[src/rtl/axil_blockmem_1p_ctrl_if.sv]
// AXI4-Lite bus bundle between an interconnect (master) and the
// single-port block-memory controller (slave).
//   s_aw* / s_w* / s_b* : write address, write data and write response channels
//   s_ar* / s_r*        : read address and read data channels
// Parameters:
//   G_DATAWIDTH : data width in bits (multiple of 8), strobe width is G_DATAWIDTH/8
//   G_AXIADDRW  : byte-address width
interface axil_blockmem_1p_ctrl_if #(
  parameter int G_DATAWIDTH = 32,
  parameter int G_AXIADDRW  = 32
);
  logic [G_AXIADDRW-1:0]    s_awaddr;
  logic                     s_awvalid;
  logic                     s_awready;
  logic [G_DATAWIDTH-1:0]   s_wdata;
  logic [G_DATAWIDTH/8-1:0] s_wstrb;
  logic                     s_wvalid;
  logic                     s_wready;
  logic [1:0]               s_bresp;
  logic                     s_bvalid;
  logic                     s_bready;
  logic [G_AXIADDRW-1:0]    s_araddr;
  logic                     s_arvalid;
  logic                     s_arready;
  logic [G_DATAWIDTH-1:0]   s_rdata;
  logic [1:0]               s_rresp;
  logic                     s_rvalid;
  logic                     s_rready;

  modport master (
    output s_awaddr, s_awvalid, s_wdata, s_wstrb, s_wvalid, s_bready,
    output s_araddr, s_arvalid, s_rready,
    input  s_awready, s_wready, s_bresp, s_bvalid,
    input  s_arready, s_rdata, s_rresp, s_rvalid
  );

  modport slave (
    input  s_awaddr, s_awvalid, s_wdata, s_wstrb, s_wvalid, s_bready,
    input  s_araddr, s_arvalid, s_rready,
    output s_awready, s_wready, s_bresp, s_bvalid,
    output s_arready, s_rdata, s_rresp, s_rvalid
  );
endinterface

[src/rtl/axil_blockmem_1p_ctrl.sv]
// AXI4-Lite slave owning the single port of a block memory with a 1-cycle
// registered read. Reads and writes are arbitrated round-robin onto the one
// memory port; one transaction is in flight at a time.
// Ports:
//   clka     : clock, everything is synchronous to it
//   resetn   : synchronous reset, active low
//   s        : AXI4-Lite slave bus (axil_blockmem_1p_ctrl_if.slave)
//   mem_en   : memory enable, one cycle per access
//   mem_we   : memory write enable(s), per byte when G_BWENABLE=1
//   mem_addr : memory word address
//   mem_din  : memory write data
//   mem_dout : memory read data, valid the cycle after the mem_en cycle
//
// state    | meaning
// ---------+---------------------------------------------------------
// ST_IDLE  | waiting for requests, readies driven for the granted channel
// ST_WR    | memory write cycle (mem_en/mem_we active)
// ST_BRESP | write response valid, waiting for bready
// ST_RD    | memory read cycle (mem_en active)
// ST_RCAP  | memory output captured into the read data register
// ST_RRESP | read response valid, waiting for rready
module axil_blockmem_1p_ctrl #(
  parameter int G_DATAWIDTH = 32,
  parameter int G_MEMDEPTH  = 1024,
  parameter int G_BWENABLE  = 0,
  parameter int G_AXIADDRW  = 32,
  parameter int G_ADDRWIDTH = $clog2(G_MEMDEPTH),
  parameter int G_WEWIDTH   = ((G_DATAWIDTH/8-1)*G_BWENABLE)+1
) (
  input  logic                   clka,
  input  logic                   resetn,
  axil_blockmem_1p_ctrl_if.slave s,
  output logic                   mem_en,
  output logic [G_WEWIDTH-1:0]   mem_we,
  output logic [G_ADDRWIDTH-1:0] mem_addr,
  output logic [G_DATAWIDTH-1:0] mem_din,
  input  logic [G_DATAWIDTH-1:0] mem_dout
);

  localparam int                    C_LSB    = $clog2(G_DATAWIDTH/8);
  localparam logic [G_AXIADDRW-1:0] C_DEPTH  = G_AXIADDRW'(G_MEMDEPTH);
  localparam logic [1:0]            C_OKAY   = 2'b00;
  localparam logic [1:0]            C_SLVERR = 2'b10;

  typedef enum logic [2:0] {
    ST_IDLE, ST_WR, ST_BRESP, ST_RD, ST_RCAP, ST_RRESP
  } state_t;

  state_t state;
  logic   last_wr;
  logic   wr_err;
  logic   rd_err;

  logic                  wr_req, rd_req, grant_wr, grant_rd;
  logic [G_AXIADDRW-1:0] aw_idx, ar_idx;
  logic                  aw_in_range, ar_in_range;
  logic                  strb_all, strb_none, wr_err_next;
  logic [G_WEWIDTH-1:0]  we_next;

  always_comb begin
    wr_req   = s.s_awvalid & s.s_wvalid;
    rd_req   = s.s_arvalid;
    // On contention the channel not served last wins; a lone request always wins.
    grant_wr = wr_req & (~rd_req | ~last_wr);
    grant_rd = rd_req & (~wr_req | last_wr);

    aw_idx      = s.s_awaddr >> C_LSB;
    ar_idx      = s.s_araddr >> C_LSB;
    aw_in_range = (aw_idx < C_DEPTH);
    ar_in_range = (ar_idx < C_DEPTH);

    strb_all  = &s.s_wstrb;
    strb_none = ~|s.s_wstrb;
    // Without byte enables a partial strobe cannot be honoured, so it is refused.
    wr_err_next = ~aw_in_range | ((G_BWENABLE == 0) & ~strb_all & ~strb_none);

    if (G_BWENABLE != 0) we_next = G_WEWIDTH'(s.s_wstrb);
    else                 we_next = G_WEWIDTH'(strb_all);
    if (wr_err_next) we_next = '0;
  end

  assign s.s_awready = (state == ST_IDLE) & grant_wr;
  assign s.s_wready  = (state == ST_IDLE) & grant_wr;
  assign s.s_arready = (state == ST_IDLE) & grant_rd;

  always_ff @(posedge clka) begin
    if (!resetn) begin
      state     <= ST_IDLE;
      last_wr   <= 1'b0;
      wr_err    <= 1'b0;
      rd_err    <= 1'b0;
      mem_en    <= 1'b0;
      mem_we    <= '0;
      mem_addr  <= '0;
      mem_din   <= '0;
      s.s_bvalid <= 1'b0;
      s.s_bresp  <= C_OKAY;
      s.s_rvalid <= 1'b0;
      s.s_rresp  <= C_OKAY;
      s.s_rdata  <= '0;
    end else begin
      case (state)
        ST_IDLE: begin
          if (grant_wr) begin
            state    <= ST_WR;
            last_wr  <= 1'b1;
            mem_en   <= aw_in_range;
            mem_we   <= we_next;
            mem_addr <= aw_idx[G_ADDRWIDTH-1:0];
            mem_din  <= s.s_wdata;
            wr_err   <= wr_err_next;
          end else if (grant_rd) begin
            state    <= ST_RD;
            last_wr  <= 1'b0;
            mem_en   <= ar_in_range;
            mem_we   <= '0;
            mem_addr <= ar_idx[G_ADDRWIDTH-1:0];
            rd_err   <= ~ar_in_range;
          end
        end
        ST_WR: begin
          mem_en     <= 1'b0;
          mem_we     <= '0;
          s.s_bvalid <= 1'b1;
          s.s_bresp  <= wr_err ? C_SLVERR : C_OKAY;
          state      <= ST_BRESP;
        end
        ST_BRESP: begin
          if (s.s_bready) begin
            s.s_bvalid <= 1'b0;
            state      <= ST_IDLE;
          end
        end
        ST_RD: begin
          mem_en <= 1'b0;
          state  <= ST_RCAP;
        end
        ST_RCAP: begin
          s.s_rdata  <= rd_err ? '0 : mem_dout;
          s.s_rresp  <= rd_err ? C_SLVERR : C_OKAY;
          s.s_rvalid <= 1'b1;
          state      <= ST_RRESP;
        end
        ST_RRESP: begin
          if (s.s_rready) begin
            s.s_rvalid <= 1'b0;
            state      <= ST_IDLE;
          end
        end
        default: state <= ST_IDLE;
      endcase
    end
  end

endmodule

[src/flat_wrapper.sv]
// flat-port wrapper written by rule: the top's interface ports become plain ports
module axil_blockmem_1p_ctrl_flat 
#(
  parameter int G_DATAWIDTH = 32,
  parameter int G_MEMDEPTH  = 1024,
  parameter int G_BWENABLE  = 0,
  parameter int G_AXIADDRW  = 32,
  parameter int G_ADDRWIDTH = $clog2(G_MEMDEPTH),
  parameter int G_WEWIDTH   = ((G_DATAWIDTH/8-1)*G_BWENABLE)+1
)
  (clka, resetn, mem_en, mem_we, mem_addr, mem_din, mem_dout, s_s_awaddr, s_s_awvalid, s_s_wdata, s_s_wstrb, s_s_wvalid, s_s_bready, s_s_araddr, s_s_arvalid, s_s_rready, s_s_awready, s_s_wready, s_s_bresp, s_s_bvalid, s_s_arready, s_s_rdata, s_s_rresp, s_s_rvalid);
  axil_blockmem_1p_ctrl_if #(.G_DATAWIDTH(G_DATAWIDTH), .G_AXIADDRW(G_AXIADDRW)) s_i ();
  input  logic clka;
  input  logic resetn;
  output logic mem_en;
  output logic [G_WEWIDTH-1:0] mem_we;
  output logic [G_ADDRWIDTH-1:0] mem_addr;
  output logic [G_DATAWIDTH-1:0] mem_din;
  input  logic [G_DATAWIDTH-1:0] mem_dout;
  input wire logic [$bits(s_i.s_awaddr)-1:0] s_s_awaddr;
  input wire logic [$bits(s_i.s_awvalid)-1:0] s_s_awvalid;
  input wire logic [$bits(s_i.s_wdata)-1:0] s_s_wdata;
  input wire logic [$bits(s_i.s_wstrb)-1:0] s_s_wstrb;
  input wire logic [$bits(s_i.s_wvalid)-1:0] s_s_wvalid;
  input wire logic [$bits(s_i.s_bready)-1:0] s_s_bready;
  input wire logic [$bits(s_i.s_araddr)-1:0] s_s_araddr;
  input wire logic [$bits(s_i.s_arvalid)-1:0] s_s_arvalid;
  input wire logic [$bits(s_i.s_rready)-1:0] s_s_rready;
  output wire logic [$bits(s_i.s_awready)-1:0] s_s_awready;
  output wire logic [$bits(s_i.s_wready)-1:0] s_s_wready;
  output wire logic [$bits(s_i.s_bresp)-1:0] s_s_bresp;
  output wire logic [$bits(s_i.s_bvalid)-1:0] s_s_bvalid;
  output wire logic [$bits(s_i.s_arready)-1:0] s_s_arready;
  output wire logic [$bits(s_i.s_rdata)-1:0] s_s_rdata;
  output wire logic [$bits(s_i.s_rresp)-1:0] s_s_rresp;
  output wire logic [$bits(s_i.s_rvalid)-1:0] s_s_rvalid;
  assign s_i.s_awaddr = s_s_awaddr;
  assign s_i.s_awvalid = s_s_awvalid;
  assign s_i.s_wdata = s_s_wdata;
  assign s_i.s_wstrb = s_s_wstrb;
  assign s_i.s_wvalid = s_s_wvalid;
  assign s_i.s_bready = s_s_bready;
  assign s_i.s_araddr = s_s_araddr;
  assign s_i.s_arvalid = s_s_arvalid;
  assign s_i.s_rready = s_s_rready;
  assign s_s_awready = s_i.s_awready;
  assign s_s_wready = s_i.s_wready;
  assign s_s_bresp = s_i.s_bresp;
  assign s_s_bvalid = s_i.s_bvalid;
  assign s_s_arready = s_i.s_arready;
  assign s_s_rdata = s_i.s_rdata;
  assign s_s_rresp = s_i.s_rresp;
  assign s_s_rvalid = s_i.s_rvalid;
  axil_blockmem_1p_ctrl #(.G_DATAWIDTH(G_DATAWIDTH), .G_MEMDEPTH(G_MEMDEPTH), .G_BWENABLE(G_BWENABLE), .G_AXIADDRW(G_AXIADDRW), .G_ADDRWIDTH(G_ADDRWIDTH), .G_WEWIDTH(G_WEWIDTH)) u_core (.clka(clka), .resetn(resetn), .s(s_i), .mem_en(mem_en), .mem_we(mem_we), .mem_addr(mem_addr), .mem_din(mem_din), .mem_dout(mem_dout));
endmodule
[config.mk]
export PLATFORM = sky130hd
export DESIGN_NAME = axil_blockmem_1p_ctrl_flat
export DESIGN_NICKNAME = d
export VERILOG_FILES = /design/src/rtl/axil_blockmem_1p_ctrl_if.sv /design/src/rtl/axil_blockmem_1p_ctrl.sv /design/src/flat_wrapper.sv
export SDC_FILE = /design/constraint.sdc
export NUM_CORES = 1
export LEC_CHECK = 0
export BUFFER_PORTS_ARGS = -buffer_cell sky130_fd_sc_hd__buf_2
export CAP_MARGIN = 20
export CORE_ASPECT_RATIO = 1.75
export CORE_MARGIN = 2
export CORE_UTILIZATION = 40
export DETAILED_ROUTE_END_ITERATION = 7
export GPL_TIMING_DRIVEN = 0
export MAX_ROUTING_LAYER = met4
export PLACE_DENSITY = 0.83
export SKIP_LAST_GASP = 1
export SYNTH_ARGS = -nofsm -noshare
export SYNTH_HDL_FRONTEND = slang
export SYNTH_SLANG_ARGS = --single-unit
[constraint.sdc]
create_clock -name clka -period 3 [get_ports clka]
set_input_delay 0.6 -clock clka [delete_from_list [all_inputs] [get_ports clka]]
set_output_delay 0.6 -clock clka [all_outputs]
set_load 0.05 [all_outputs]
==> reports/qor.yml, run 1 <==
crit_path_start_kind: "input pin"
critPathMaxStageDelay_ns: 0.25
clock_skew_ns: 0.004415
synth_top_cell_by_area: "dfxtp_1"
port_buffers: 217
drtIter0Drc: 93
cts_buffers: 9
crit_buf_inv: 6
setup_tns_ns: 0
h-tree-depth: 3
seq_area_um2: 1722
r2r_cells: 6
hpwl_mm: 8.364
start_util_pct: 41.40
max-slew-margin-rel_pct: 59.20
vdd_ir_drop_max_mv: 0.3757
grt_antenna_before_repair: 0
clock-root-buffer: "clkbuf_16"
setup_viol: 0
placement_rows: 44
drc: 0
rr_startpoint: "u_core.state[1]$_SDFFE_PN0P_"
worstPathCellList: "buf_2, nand2_1, and3_1, clkbuf_2, nand2_1, inv_2, buf_4, buf_4, buf_2"
multiInputGateArea_um2: 1551
ios: 224
place_congestion: 0.8519
holdCritPathClass: "reg -> reg"
worstPathRequired_ns: 2.40
synth_area_um2: 3465
post_cts_buffers: 0
vias: 3774
dieArea_um2: 9451
grt_max_degree: 16
diodes: 0
status: "finished clean"
rrSetupSlack_ns: 1.36
final_nets: 796
fill_cells: 811
cp_slowest_cell: "buf_2"
clkTransAtPathRegs_ns: 0.06
post-route-min-period_ns: 2.712
ys_ff_latch: 86
rsz0062_at_grt: "false"
reg2reg_to: "u_core.mem_din[23]$_SDFFE_PN0P_"
die_x_um: 74.35
synth_area_leaders: "dfxtp_1 (50%), a21oi_1 (11%), nand2_1 (10%)"
drt-total-wl_mm: 10.50
path_class: "in -> out"
cts_tree: "done"
finalHoldViolCount: 0
overflow: 0
drive_above_1_share_pct: 39.73
fmaxAchievable_mhz: 368.7
synth_area_per_cell_um2: 8.095
powerDensity_nw_per_um2: 584.3
cp_top_family: "buffers and inverters"
cp-end-kind: "output pin"
yosysWarnings: 0
wl_met2_mm: 5.626
cts_sinks: 86
ys_seq_area_share_pct: 49.69
syn_to_final_growth_pct: 44.24
post_cts_resized: 0
worst_hold_startpoint: "u_core.mem_din[15]$_SDFFE_PN0P_"
place_inst: 761
core_area_um2: 8368
crit_fanout: 11
synth_top_area_share_pct: 49.69
dieHeight_um: 127.1
worst_pin_slew_ns: 0.6119
wl_met3_um: 494
drv_slew: 0
drv_cap: 0
whs_path_depth: 2
m1WireLength_mm: 4.178
hold_buffers: 0
p_leak_uw: 0.002357
ctsLongestPathBuffers: 2
worstHoldEndpoint: "u_core.mem_din[15]$_SDFFE_PN0P_"
period_share_pct: 90.41
syn_inst: 428
drt-pass1-iter-count: 4
highest_layer: "met4"
routedWlPerCell_um: 13.52
stdcell_count: 777
yosysUniqueCellTypes: 33
gr-usage-all-layers_pct: 22.94
viasPerCell: 4.857
drtAntennaViolNets: 0
worstSkewPairLatency_ns: 0.33
grt_pass1_wl_mm: 16.58
first_global_vias: 3720
crit_arrival_ns: 2.11
worst register-to-register path: stages (launching register included):
cell and delay [ns]:
dfxtp_1 0.37, nor3_1 0.32, nand2_1 0.22, inv_2 0.20
buf_2 0.26, nand2_1 0.08, a21oi_1 0.12
cell families (layout without fill, tap and decap cells):
group | after synthesis | in the layout | share of synthesized area (%)
and+or+nand+nor | 205 | 205 | 28.89
AOI/OAI and AO/OA | 94 | 94 | 15.10
DFF | 86 | 86 | 49.69
buffers and inverters | 40 | 273 | 5.633
muxes | 2 | 2 | 0.5778
other | 1 | 2 | 0.1082
cells in the mapped netlist:
library cell,number
or2_2,1
a32oi_1,1
o21ai_0,4
nor3b_1,22
buf_2,11
a31oi_1,1
nor2_1,54
nor3_1,4
o211ai_1,1
nor3b_2,10
nand2b_1,1
o21bai_1,1
and2b_1,2
clkbuf_1,15
buf_1,2
inv_2,1
inv_1,4
or2_1,1
nand2_1,92
o31ai_1,1
nor4_1,11
and4_1,1
mux2i_1,2
buf_6,2
a211oi_1,1
dfxtp_1,86
buf_4,4
conb_1,1
clkbuf_2,1
a311oi_1,10
and3_1,1
a21oi_1,74
nand3_1,5
metrics by stage:
stage | util [%] | total power, uW | area [um2] | worst slack (ns) | hold slack (ns)
after floorplan | - | 1649 | 3468 | 0.7215 | 0.4404
after global placement | 56.15 | 1833 | 4698 | 0.2940 | 0.4397
after detailed placement | 56.15 | 1848 | 4698 | 0.2814 | 0.4446
after CTS | 59.72 | 2948 | 4997 | 0.2699 | 0.4536
after global routing | 59.72 | 3043 | 4997 | 0.1767 | 0.4796
final | 59.72 | 2920 | 4997 | 0.2876 | 0.4522
flip-flops by register name, indices dropped and copies added (netlist names):
signal / cells
u_core.mem_addr: 10
u_core.state: 3
u_core.mem_en: 1
u_core.s.s_rdata: 32
u_core.last_wr: 1
u_core.rd_err: 1
u_core.s.s_bresp: 1
u_core.s.s_bvalid: 1
u_core.wr_err: 1
u_core.mem_din: 32
u_core.s.s_rvalid: 1
u_core.s.s_rresp: 1
u_core.mem_we: 1
cells in the final DEF (no fill, tap or decap), types with 2 or more instances in the layout:
| cell type | instances |
|---|---|
| inv_1 | 4 |
| mux2i_1 | 2 |
| clkbuf_16 | 9 |
| dfxtp_1 | 86 |
| a21oi_1 | 74 |
| clkbuf_1 | 15 |
| and2b_1 | 2 |
| buf_1 | 2 |
| buf_4 | 4 |
| nor4_1 | 11 |
| a311oi_1 | 10 |
| buf_2 | 228 |
| nand3_1 | 5 |
| nor3b_1 | 22 |
| o21ai_0 | 4 |
| nor3_1 | 4 |
| clkinv_2 | 2 |
| clkinv_4 | 2 |
| nor3b_2 | 10 |
| conb_1 | 2 |
| nand2_1 | 92 |
| nor2_1 | 54 |
| buf_6 | 2 |
final cells by class:
| cell class | instances | share of cell area (%) |
|---|---|---|
| flip-flops and latches | 86 | 34.45 |
| clock buffers | 9 | 4.507 |
| inverters | 5 | 0.3756 |
| plain buffers | 35 | 3.530 |
| well taps | 115 | 2.879 |
| multi-input cells | 303 | 31.05 |
| clock inverters | 7 | 1.477 |
| repair buffers | 217 | 21.73 |
how the worst max path moves through the flow:
stage,start,end,slack [ns],depth (start not counted)
5_1_grt,s_s_arvalid,s_s_wready,0.18,9
6_report,s_s_arvalid,s_s_wready,0.29,9
2_1_floorplan,s_s_arvalid,s_s_wready,0.72,7
4_1_cts,s_s_arvalid,s_s_wready,0.27,9
3_5_place_dp,s_s_arvalid,s_s_wready,0.28,9
3_3_place_gp,s_s_arvalid,s_s_wready,0.29,9
report_power, final:
group | switching (uW) | total, uW | internal (uW)
sequential | 32.8 | 1230 | 1200
clock | 450 | 1100 | 647
combinational | 404 | 588 | 184
total | 887 | 2920 | 2030
layer usage:
| metal | vias to the layer above | GRT usage (%) |
|---|---|---|
| li1 | 1901 | - |
| met1 | 1717 | 25.09 |
| met2 | 142 | 40.13 |
| met3 | 14 | 4.259 |
| met4 | 0 | 8.929 |
| met5 | - | - |
Note: power is estimated with default switching activity, not from simulation.
==> inputs of run 2 (changes only) <==
Settings changed: BUFFER_PORTS_ARGS -buffer_cell sky130_fd_sc_hd__buf_2 to -buffer_cell sky130_fd_sc_hd__clkbuf_2.
==> run 2 against run 1 <==
Against the previous run: largest cell class unchanged; first-iteration DRC count rose by 22%; final area rose by 0.50%; clock-buffer cell count rose by 3; sequential power barely moved.
==> reports/qor.yml, run 2 (same netlist as run 1, synthesis figures left out) <==
syn_to_final_growth_pct: 44.96
p_leak_uw: 0.002328
placed_area_um2: 4698
drc: 0
cp_slowest_cell: "clkbuf_2"
post_cts_buffers: 0
drv_slew: 0
viasPerCell: 4.863
cts_sinks: 86
first_global_vias: 3703
placement_rows: 44
grt_pass1_wl_mm: 16.46
h-tree-depth: 3
die_x_um: 74.35
cts_tree: "done"
wl_met2_mm: 5.516
dieHeight_um: 127.1
clock_skew_ns: 0.004622
combPwrFrac_pct: 19.4
vias: 3774
max-slew-margin-rel_pct: 59.42
clockPowerShare_pct: 39.7
swShare_pct: 28.69
status: "finished clean"
worst_pin_slew_ns: 0.6088
diodes: 0
place_congestion: 0.8524
drive_above_1_share_pct: 39.49
routedWlPerCell_um: 13.52
final_cell_mix: "clkbuf_2 (218), nand2_1 (92), dfxtp_1 (86)"
clkTransAtPathRegs_ns: 0.06
final_common_cell: "clkbuf_2"
worstSkewPairLatency_ns: 0.34
gr-usage-all-layers_pct: 22.97
final_nets: 796
finalHoldViolCount: 0
period_share_pct: 90.77
grt_antenna_before_repair: 0
port_buffers: 217
clock-root-buffer: "clkbuf_16"
crit_path_start_kind: "input pin"
worstPathRequired_ns: 2.40
ctsLongestPathBuffers: 2
start_util_pct: 41.40
hpwl_mm: 8.368
p_switching_uw: 866.9
drt-total-wl_mm: 10.49
m1WireLength_mm: 4.123
drtIter0Drc: 113
crit_fanout: 11
cp_common_cell: "clkbuf_2"
fin_area_um2: 5022
drv_cap: 0
top_regs: "u_core.mem_din (32), u_core.s.s_rdata (32), u_core.mem_addr (10)"
fmaxAchievable_mhz: 367.2
intPower_uw: 2155
crit_arrival_ns: 2.12
ios: 224
rsz0062_at_grt: "false"
critPathMaxStageDelay_ns: 0.26
dieArea_um2: 9451
wl_met3_um: 494
cp-end-kind: "output pin"
drtAntennaViolNets: 0
path_class: "in -> out"
seqPwrFrac_pct: 40.9
setup_viol: 0
overflow: 0
post_cts_resized: 0
stdcell_count: 776
powerDensity_nw_per_um2: 601.7
cts_buffers: 9
holdCritPathClass: "reg -> reg"
drt-pass1-iter-count: 4
setup_tns_ns: 0
core_area_um2: 8368
place_inst: 761
worstPathCellList: "clkbuf_2, nand2_1, and3_1, clkbuf_2, nand2_1, inv_2, buf_4, buf_4, clkbuf_2"
hold_buffers: 0
post-route-min-period_ns: 2.723
highest_layer: "met4"
grt_max_degree: 14
vdd_ir_drop_max_mv: 0.3833
run 2: changes by cell type in the layout (fill, tap and decap cells not counted), sizes merged:
cell | previous run | this run
clkinv | 4 | 0
bufinv | 1 | 2
buf | 236 | 19
inv | 6 | 5
clkbuf | 25 | 245
run 2: area by class of cell:
class,count,area (um2)
fill,778,3346
sequential,86,1722
clock buffer,12,256.5
inverter,5,18.77
timing repair buffer,217,1086
tap,115,143.9
multi-input combinational,303,1551
clock inverter,3,67.56
buffer,35,176.4
run 2: layer usage:
metal | track usage [%] | vias to the layer above
met1 | 25.09 | 1694
met5 | - | -
met4 | 12.61 | 0
li1 | - | 1911
met3 | 2.208 | 24
met2 | 39.76 | 145
run 2: critical path: cells and delay by family:
kind	cells	cell delay, ns
buffers and inverters	6	1.11
AND/OR/NAND/NOR	3	0.42
run 2: worst paths after layout:
| kind | start | to | slack, ns | depth (start not counted) |
|---|---|---|---|---|
| worst max-delay path | s_s_arvalid | s_s_wready | 0.28 | 9 |
| worst min-delay path | u_core.mem_din[10]$_SDFFE_PN0P_ | u_core.mem_din[10]$_SDFFE_PN0P_ | 0.45 | 2 |
| worst max register to register | u_core.state[1]$_SDFFE_PN0P_ | u_core.mem_din[17]$_SDFFE_PN0P_ | 1.31 | 6 |
| worst min register to register | u_core.mem_din[10]$_SDFFE_PN0P_ | u_core.mem_din[10]$_SDFFE_PN0P_ | 0.45 | 2 |
run 2: through the flow:
stage	worst slack [ns]	power (uW)	util, %	hold WS (ns)
after detailed placement	0.2726	1849	56.15	0.4480
after CTS	0.2636	3047	60.02	0.4565
after global placement	0.2827	1834	56.15	0.4422
after global routing	0.1252	3138	60.02	0.4759
after floorplan	0.7215	1649	-	0.4404
final	0.2768	3022	60.02	0.4528
run 2: power groups by stage:
stage | Clock, uW | Combinational, uW | Sequential [uW]
after floorplan | 0 | 213 | 1440
after global placement | 0 | 576 | 1260
after detailed placement | 0 | 588 | 1260
after CTS | 1220 | 590 | 1240
after global routing | 1260 | 633 | 1240
final | 1200 | 587 | 1240
